$ cat src/rtl/led_arb_pkg.sv
// Shared definitions for the LED bank arbiter.
//   state_e  : arbiter FSM states (IDLE = nobody owns the bank, OWN = one owner)
//   LEDS_OFF : board LED drive with every LED dark (LEDs are active-low)
package led_arb_pkg;

  typedef enum logic {
    IDLE = 1'b0,
    OWN  = 1'b1
  } state_e;

  localparam logic [7:0] LEDS_OFF = 8'hFF;

endpackage

$ cat src/rtl/tick_gen.sv
// Tick prescaler: a TICK_DIV-bit free-running counter. tick is registered and
// is high for exactly the one cycle after the counter wraps from all-ones to 0.
// Ports:
//   CLK   : system clock, rising edge
//   RESET : synchronous active-high reset (counter = 0, tick = 0)
//   tick  : one-cycle pulse every 2^TICK_DIV cycles
module tick_gen #(
  parameter int TICK_DIV = 21
) (
  input  logic CLK,
  input  logic RESET,
  output logic tick
);

  logic [TICK_DIV-1:0] cnt_q;
  logic [TICK_DIV-1:0] cnt_d;
  logic                tick_q;
  logic                tick_d;

  // Next counter value and wrap detection.
  always_comb begin
    cnt_d  = cnt_q + TICK_DIV'(1);
    // Registering "counter is all-ones" lands the pulse in the cycle where
    // the counter reads zero after a wrap, but never right after reset.
    tick_d = &cnt_q;
  end

  // Counter and tick registers.
  always_ff @(posedge CLK) begin
    if (RESET) begin
      cnt_q  <= '0;
      tick_q <= 1'b0;
    end else begin
      cnt_q  <= cnt_d;
      tick_q <= tick_d;
    end
  end

  assign tick = tick_q;

endmodule

$ cat src/rtl/led_arbiter.sv
// Round-robin arbiter that shares one 8-LED bank among NREQ requesters.
// An owner keeps the bank for at least HOLD_TICKS ticks unless it releases;
// once the hold time is served, any other requester preempts it.
// Ports:
//   CLK     : system clock, rising edge
//   RESET   : synchronous active-high reset
//   req     : level-sensitive request, one bit per requester
//   pattern : byte i is requester i's pattern, active-high
//   grant   : registered one-hot owner indicator, zero when idle
//   LEDS    : registered active-low LED drive (owner's pattern inverted)
//   tick    : prescaler pulse, one cycle every 2^TICK_DIV cycles
module led_arbiter
  import led_arb_pkg::*;
#(
  parameter int NREQ       = 3,
  parameter int HOLD_TICKS = 8,
  parameter int TICK_DIV   = 21
) (
  input  logic                CLK,
  input  logic                RESET,
  input  logic [NREQ-1:0]     req,
  input  logic [8*NREQ-1:0]   pattern,
  output logic [NREQ-1:0]     grant,
  output logic [7:0]          LEDS,
  output logic                tick
);

  localparam int         IDXW     = (NREQ > 1) ? $clog2(NREQ) : 1;
  localparam logic [7:0] HOLD_MAX = 8'(HOLD_TICKS);

  // Index following k in wrapping order.
  function automatic logic [IDXW-1:0] next_idx(input logic [IDXW-1:0] k);
    logic [IDXW-1:0] n;
    if (int'(k) >= NREQ - 1) begin
      n = '0;
    end else begin
      n = k + IDXW'(1);
    end
    return n;
  endfunction

  // First set bit of r at or after start, wrapping. MSB of the result is the
  // "found" flag, the low bits are the index. Scanning from the far end lets
  // the nearest candidate overwrite farther ones.
  function automatic logic [IDXW:0] rr_pick(input logic [NREQ-1:0] r,
                                            input logic [IDXW-1:0] start);
    logic [IDXW:0]   res;
    logic [IDXW-1:0] idx;
    res = '0;
    for (int k = NREQ - 1; k >= 0; k--) begin
      idx = IDXW'((int'(start) + k) % NREQ);
      if (r[idx]) begin
        res = {1'b1, idx};
      end
    end
    return res;
  endfunction

  state_e            state_q,  state_d;
  logic [IDXW-1:0]   owner_q,  owner_d;
  logic [7:0]        hold_q,   hold_d;
  logic [IDXW-1:0]   rr_ptr_q, rr_ptr_d;
  logic [NREQ-1:0]   grant_q,  grant_d;
  logic [7:0]        leds_q,   leds_d;

  logic              tick_s;
  logic [NREQ-1:0]   others_s;
  logic [NREQ-1:0]   search_req_s;
  logic [IDXW-1:0]   search_start_s;
  logic [IDXW:0]     pick_s;
  logic              pick_ok_s;
  logic [IDXW-1:0]   pick_idx_s;
  logic              leave_s;

  tick_gen #(
    .TICK_DIV (TICK_DIV)
  ) u_tick_gen (
    .CLK   (CLK),
    .RESET (RESET),
    .tick  (tick_s)
  );

  // Candidate search shared by the idle grant, release and preemption paths.
  always_comb begin
    others_s          = req;
    others_s[owner_q] = 1'b0;
    if (state_q == IDLE) begin
      // From idle the pointer itself is eligible.
      search_req_s   = req;
      search_start_s = rr_ptr_q;
    end else begin
      // While owned the owner is excluded and the scan starts just past it.
      search_req_s   = others_s;
      search_start_s = next_idx(owner_q);
    end
    pick_s     = rr_pick(search_req_s, search_start_s);
    pick_ok_s  = pick_s[IDXW];
    pick_idx_s = pick_s[IDXW-1:0];
  end

  // Arbitration FSM: next state, owner, hold counter, pointer and outputs.
  always_comb begin
    state_d  = state_q;
    owner_d  = owner_q;
    hold_d   = hold_q;
    rr_ptr_d = rr_ptr_q;
    grant_d  = grant_q;
    leds_d   = LEDS_OFF;
    leave_s  = 1'b0;

    case (state_q)
      IDLE: begin
        leds_d = LEDS_OFF;
        if (pick_ok_s) begin
          state_d  = OWN;
          owner_d  = pick_idx_s;
          hold_d   = 8'd0;
          rr_ptr_d = next_idx(pick_idx_s);
          grant_d  = NREQ'(1) << pick_idx_s;
        end else begin
          grant_d  = '0;
        end
      end

      OWN: begin
        // LEDS follow the current owner with one register of latency.
        leds_d  = ~pattern[{owner_q, 3'b000} +: 8];
        // Release, or preemption once the hold time is fully served; either
        // beats a coincident tick because the new owner starts from zero.
        leave_s = !req[owner_q] || ((hold_q == HOLD_MAX) && (|others_s));
        if (leave_s) begin
          hold_d = 8'd0;
          if (pick_ok_s) begin
            owner_d  = pick_idx_s;
            rr_ptr_d = next_idx(pick_idx_s);
            grant_d  = NREQ'(1) << pick_idx_s;
          end else begin
            state_d  = IDLE;
            grant_d  = '0;
          end
        end else if (tick_s && (hold_q < HOLD_MAX)) begin
          hold_d = hold_q + 8'd1;
        end else begin
          hold_d = hold_q;
        end
      end

      default: begin
        state_d  = IDLE;
        owner_d  = '0;
        hold_d   = 8'd0;
        rr_ptr_d = '0;
        grant_d  = '0;
        leds_d   = LEDS_OFF;
      end
    endcase
  end

  // State and output registers.
  always_ff @(posedge CLK) begin
    if (RESET) begin
      state_q  <= IDLE;
      owner_q  <= '0;
      hold_q   <= 8'd0;
      rr_ptr_q <= '0;
      grant_q  <= '0;
      leds_q   <= LEDS_OFF;
    end else begin
      state_q  <= state_d;
      owner_q  <= owner_d;
      hold_q   <= hold_d;
      rr_ptr_q <= rr_ptr_d;
      grant_q  <= grant_d;
      leds_q   <= leds_d;
    end
  end

  assign grant = grant_q;
  assign LEDS  = leds_q;
  assign tick  = tick_s;

endmodule

$ cat config.mk
export PLATFORM = sky130hd
export DESIGN_NAME = led_arbiter
export DESIGN_NICKNAME = d
export VERILOG_FILES = /design/src/rtl/led_arb_pkg.sv /design/src/rtl/tick_gen.sv /design/src/rtl/led_arbiter.sv
export SDC_FILE = /design/constraint.sdc
export NUM_CORES = 1
export LEC_CHECK = 0
export ABC_AREA = 1
export BUFFER_PORTS_ARGS = -buffer_cell sky130_fd_sc_hd__buf_2
export CORE_MARGIN = 4
export CORE_UTILIZATION = 50
export CTS_CLUSTER_DIAMETER = 120
export DETAILED_ROUTE_END_ITERATION = 8
export PLACE_DENSITY = 0.85
export SLEW_MARGIN = 20
export SYNTH_ARGS = -nofsm -noshare
export SYNTH_HDL_FRONTEND = slang
export SYNTH_SLANG_ARGS = --single-unit
$ cat constraint.sdc
create_clock -name CLK -period 1.7 [get_ports CLK]
set_input_delay 0.085 -clock CLK [delete_from_list [all_inputs] [get_ports CLK]]
set_output_delay 0.085 -clock CLK [all_outputs]
set_load 0.01 [all_outputs]
==> Word-level counts from Yosys, hierarchy flattened <==
Cells that the tools add are included.
{ "classes": {"muxes": 34, "n_shift": 2, "multipliers": 0, "n_reduce_logical": 8, "n_lt_le_gt_ge": 8, "n_eq_ne": 4, "n_div": 3, "bitwise_logic": 4, "n_addsub": 6} }
{ "op_table": {"columns": ["cell", "n"], "rows": [
  ["$mod A32 B3 Y32 const B", 2],
  ["$mod A3 B3 Y32 const B", 1],
  ["$pmux W8 S2", 2],
  ["$mux W8", 3],
  ["$shiftx A24 B6 Y8", 1],
  ["$add A21 B1 Y21 const B", 1],
  ["$reduce_and A21 Y1", 1],
  ["$mux W3", 6],
  ["$mux W2", 7],
  ["$lt A2 B3 Y1 const B", 4],
  ["$add A8 B1 Y8 const B", 1],
  ["$bmux W1 S2", 4],
  ["$eq A8 B4 Y1 const B", 1],
  ["$lt A8 B4 Y1 const B", 1],
  ["$not A8 Y8", 1],
  ["$pmux W2 S2", 2],
  ["$mux W1", 7],
  ["$pmux W3 S2", 1],
  ["$add A2 B1 Y2 const B", 2],
  ["$ge A2 B2 Y1 const B", 2],
  ["$add A2 B1 Y3 const B", 1],
  ["$add A2 B2 Y3 const B", 1],
  ["$and A3 B3 Y3", 1],
  ["$logic_and A1 B1 Y1", 3],
  ["13 further kinds", 13]
]} }
{ "totals": {"reg_bits": 46, "latchBits": 0, "ram_bits": 0, "mem_count": 0, "mem_bits_ro": 0} }

==> Depth between registers and ports, before layout <==
{ "depth": {"depth_word": 17, "depth_mapped": 14, "ltp_nobuf": 14} }

==> Hierarchy <==
Synthesis repeated with hierarchy kept, for this count alone.
{ "unflattened": {"cells_unflattened": 343, "area_unflattened_um2": 2511.2} }
{ "by_module_without_submodules": {"columns": ["mod", "instances", "seq_area_each_um2", "cells_each", "area_each_um2"], "rows": [
  ["led_arbiter", 1, 480.5, 199, 1436.4],
  ["tick_gen", 1, 440.4, 144, 1074.8]
]} }

==> Worst setup path after synthesis <==
OpenSTA, ideal clock, no wires.
{ "synth_path": {"path_type": "reg-to-reg", "from": "reg u_tick_gen.cnt_q[0]", "to": "reg u_tick_gen.cnt_q[20]", "period_less_slack_ps": 1629, "setup_slack_ps": 71, "path_buffers": 0, "t_arrival_ps": 1514, "stages_incl_launch_ff": 12, "setup_ps": 115, "path_cell_list": "dfxtp_1 > ha_1 > nand2_1 > nor3_1 > nand2_1 > inv_1 > nand2_1 > inv_1 > nand2_1 > nor3_1 > a21oi_1 > o21a_1"} }
{ "synth_via": {"elab_chain_cells": 1} }
{ "synth_lines": {"columns": ["item", "line_no", "rtl"], "rows": [
  ["start: declaration", "tick_gen.sv:15", "logic [TICK_DIV-1:0] cnt_q;"],
  ["start signal: assignment", "tick_gen.sv:34", "cnt_q <= cnt_d;"],
  ["$add A21 B1 Y21", "tick_gen.sv:22", "cnt_d = cnt_q + TICK_DIV'(1);"]
]} }
No other way between the ends.
A chain may end at the register's enable or synchronous reset.

==> Worst setup path after layout <==
{ "layout_path": {"from": "reg owner_q[0]", "to": "reg hold_q[0]"} }
{ "layout_via": {"elab_chain_cells": 14, "word_cells_on_any_way": 37, "classes_between": "3 x add/sub; 3 x div; 3 x order compare; 2 x eq/ne; 18 x mux; 2 x bitwise; 6 x reduce/logical"} }
{ "layout_lines": {"columns": ["item", "line_no", "rtl"], "rows": [
  ["start: declaration", "led_arbiter.sv:60", "logic [IDXW-1:0] owner_q, owner_d;"],
  ["start signal: assignment", "led_arbiter.sv:170", "owner_q <= owner_d;"],
  ["branches (longest 14 deep; another with $mod A32 B3 Y32)", null, null],
  ["end signal: assignment", "led_arbiter.sv:171", "hold_q <= hold_d;"],
  ["end: declaration", "led_arbiter.sv:61", "logic [7:0] hold_q, hold_d;"]
]} }
Several ways; the timed one is not identified. The select of a mux whose other input is x is not followed.

==> flow_metrics.tcl <==
set metrics [dict create \
    r2r.worst_path.cells 9 \
    leakagePower_uw 0.00140 \
    combined_area_of_all_synthesized_cells_um2 2280 \
    synth.yosys.warnings 0 \
    clock_skew_ps 9.03 \
    grt_antenna_before_repair 0 \
    worstHoldEndpoint "LEDS[7]$_SDFF_PP1_" \
    netlist.top_cell.by_area "sky130_fd_sc_hd__dfxtp_1" \
    clock-sinks 46 \
    fp.coreArea_um2 4380 \
    yosys_most_used_dff "sky130_fd_sc_hd__dfxtp_1" \
    post-route-cell-area_um2 3100 \
    synth.lib_cells_used.distinct 29 \
    num_io_pins 41 \
    pin_count_of_the_biggest_net_entering_global_routing 18 \
    power_density_nw_per_um2 1290 \
    timing.slew.headroom_pct 72.6 \
    clock_insertion_delay_worst_skew_ps 310 \
    cp-end-kind "flop" \
    number_of_global_route_vias_before_repair 2225 \
    placedInstanceArea_um2 2670 \
    hp-class "primary input to flop" \
    failing_checks "negative setup slack" \
    setup.worst_path.class "flop to flop" \
    maximum_frequency_from_static_timing_analysis_mhz 578 \
    finalNetCount 439 \
    synth_top_area_share_pct 40.4 \
    synth.top_cells.by_area "sky130_fd_sc_hd__dfxtp_1 40%, sky130_fd_sc_hd__nand2_1 14%, sky130_fd_sc_hd__inv_1 6.8%" \
    fill_cells 352 \
    gp_congestion 0.860 \
    design.die.area_um2 5700 \
    result_of_the_run "finished with violations" \
    final_cell_count_no_fill 460 \
    routedWlPerCell_um 12.6 \
    area_growth_pct 36.1 \
    worst_pin_slew_ps 407 \
    worst_r2r_endpoint "hold_q[0]$_SDFFE_PP0P_" \
    clockBufferDepth 2 \
    setup-tns-final_ps -30.2 \
    timing.final.setup_violations 1 \
    r2r_setup_slack_ps -30 \
    grt.total_usage_pct 20.1 \
    numPortBuffers 40 \
    globalRouteOverflowTotal 0 \
    ys_seq_elements 46 \
    synthArstFlopShare_pct 0 \
    n_diodes 0 \
    routed_wirelength_um 5800 \
    htree_levels 2 \
    hold_start "pattern[15]" \
    path_max_fanout 7 \
    critPathLaunchType "flop" \
    cts_made_buffers 5 \
    path_clk_slew_ps 90 \
    dr.pass1.iters 5 \
    chipHeight_um 75.5 \
    post_synth_edffs 0 \
    drc_errors 0 \
    drt_first_iter_violations 144 \
    post-route-period-util_pct 102 \
    num_rows 24 \
    place.detailed.instances 437 \
    sequential_cell_area_um2 935 \
    worst_slack_ps -30.2 \
    timing_max_transition_violations_final 0 \
    wire_length_of_the_first_global_routing_pass_um 8920 \
    regToRegStartpoint "owner_q[0]$_SDFFE_PP0P_" \
    floorplan.initialDensity_pct 52.0 \
    tritoncts "built" \
    worstPathArrival_ps 1960 \
    dpl_worst_slack_ps -106 \
    antenna_violating_nets_post_route 0 \
    drive_above_1_share_pct 33.3 \
    multi_input_area_um2 1360 \
    totalPowerFinal_uw 4010 \
    worst-endpoint-required_ps 1930 \
    largest_vdd_supply_drop_uv 701 \
    dpl.hpwl_um 3770 \
    hold_violations 0 \
    syn-mean-instance-area_um2 6.88 \
    number_of_max_cap_violations 0 \
    viasPerCell 5.16 \
    synthesis.instances 331 \
    net_count_after_synthesis 363 \
    via_count 2374 \
    fp.dieW_um 75.5 \
    grt_setup_unrepaired "yes" \
    min_delay_path_depth 4 \
    fin_crit_ps 1730 \
    synth-seq-area-share_pct 40.4 \
    clk_root_buffer_cell "sky130_fd_sc_hd__clkbuf_8" \
]
-- report_power, final --
part	switching (uW)	leakage, uW	internal (uW)	total, uW
sequential	127	0.000377	1240	1370
combinational	1180	0.000979	777	1960
clock	394	0.0000408	294	688
-- logic make-up after synthesis --
family | share of synthesized area, %
AND/OR/NAND/NOR | 35.7
buffers and inverters | 8.24
AO/OA/AOI/OAI | 11.6
flip-flops | 40.4
XOR/XNOR | 2.31
adder cells (fa/ha/maj) | 1.65
-- what timing repair did --
item,in CTS,in global routing
pin swaps,4,19
setup endpoints to repair,9,23
resized for setup,10,52
buffers inserted,1,6
cloned,0,0
endpoints found under the hold margin,8,0
hold buffers,8,0
-- Yosys cell counts (5+ instances only) --
library cell               number
sky130_fd_sc_hd__nand3_1       22
sky130_fd_sc_hd__nor2_1        33
sky130_fd_sc_hd__nand2_1       86
sky130_fd_sc_hd__nor3_1        10
sky130_fd_sc_hd__nor2_2         5
sky130_fd_sc_hd__o21ai_0       17
sky130_fd_sc_hd__inv_1         41
sky130_fd_sc_hd__o211ai_1       8
sky130_fd_sc_hd__dfxtp_1       46
sky130_fd_sc_hd__nand4_1        5
sky130_fd_sc_hd__a21oi_1       19
sky130_fd_sc_hd__nand2_2        9
-- layout make-up --
type	instances	share of cell area (%)
well taps	52	2.10
inverters	45	5.69
clock buffers	5	2.22
flip-flops and latches	46	30.1
repair buffers	74	15.3
clock inverters	3	0.766
multi-input cells	235	43.8
-- routing by layer --
| layer | GRT usage (%) | wire (um) |
|---|---|---|
| met3 | 5.15 | 257 |
| met4 | 8.74 | 96 |
| met5 | 0 | 0 |
| met1 | 21.5 | 2340 |
| met2 | 37.0 | 3100 |
-- worst max-delay path by stage --
stage | slack (ps) | to | startpoint
6_report | -30 | hold_q[0]$_SDFFE_PP0P_ | owner_q[0]$_SDFFE_PP0P_
5_1_grt | -120 | hold_q[0]$_SDFFE_PP0P_ | owner_q[0]$_SDFFE_PP0P_
4_1_cts | 20 | u_tick_gen.cnt_q[17]$_SDFF_PP0_ | u_tick_gen.cnt_q[0]$_SDFF_PP0_
3_5_place_dp | -110 | u_tick_gen.cnt_q[20]$_SDFF_PP0_ | u_tick_gen.cnt_q[0]$_SDFF_PP0_
3_3_place_gp | 2 | u_tick_gen.cnt_q[20]$_SDFF_PP0_ | u_tick_gen.cnt_q[0]$_SDFF_PP0_
2_1_floorplan | 70 | u_tick_gen.cnt_q[20]$_SDFF_PP0_ | u_tick_gen.cnt_q[0]$_SDFF_PP0_
-- worst max-delay path: stages (launching register included) --
cell	delay, ps
sky130_fd_sc_hd__dfxtp_4	390
sky130_fd_sc_hd__o21ai_0	250
sky130_fd_sc_hd__nand2_2	140
sky130_fd_sc_hd__nand2_2	130
sky130_fd_sc_hd__nand3_1	90
sky130_fd_sc_hd__nand2_2	130
sky130_fd_sc_hd__nand4_4	160
sky130_fd_sc_hd__nand2_4	140
sky130_fd_sc_hd__nand2_1	70
sky130_fd_sc_hd__a21oi_1	150
-- placed cells by master (no fill, tap or decap), types with 16 or more instances in the layout --
cell type,n
sky130_fd_sc_hd__a21oi_1,17
sky130_fd_sc_hd__buf_2,40
sky130_fd_sc_hd__buf_4,26
sky130_fd_sc_hd__dfxtp_1,41
sky130_fd_sc_hd__inv_1,38
sky130_fd_sc_hd__nand2_1,69
sky130_fd_sc_hd__nand2_2,19
sky130_fd_sc_hd__nand3_1,20
sky130_fd_sc_hd__nor2_1,29
sky130_fd_sc_hd__o21ai_0,16
-- flip-flops by register name, indices dropped and copies added (netlist names) --
signal,count
owner_q,2
u_tick_gen.tick,1
hold_q,8
state_q,1
rr_ptr_q,2
grant,3
LEDS,8
u_tick_gen.cnt_q,21
-- stage by stage --
stage	hold slack [ps]	utilization (%)
floorplan	215	-
global placement	299	60.8
detailed placement	306	60.8
CTS	54.7	65.7
global route	77.4	70.7
finish	70.4	70.7
Note: power is estimated with default switching activity, not from simulation.
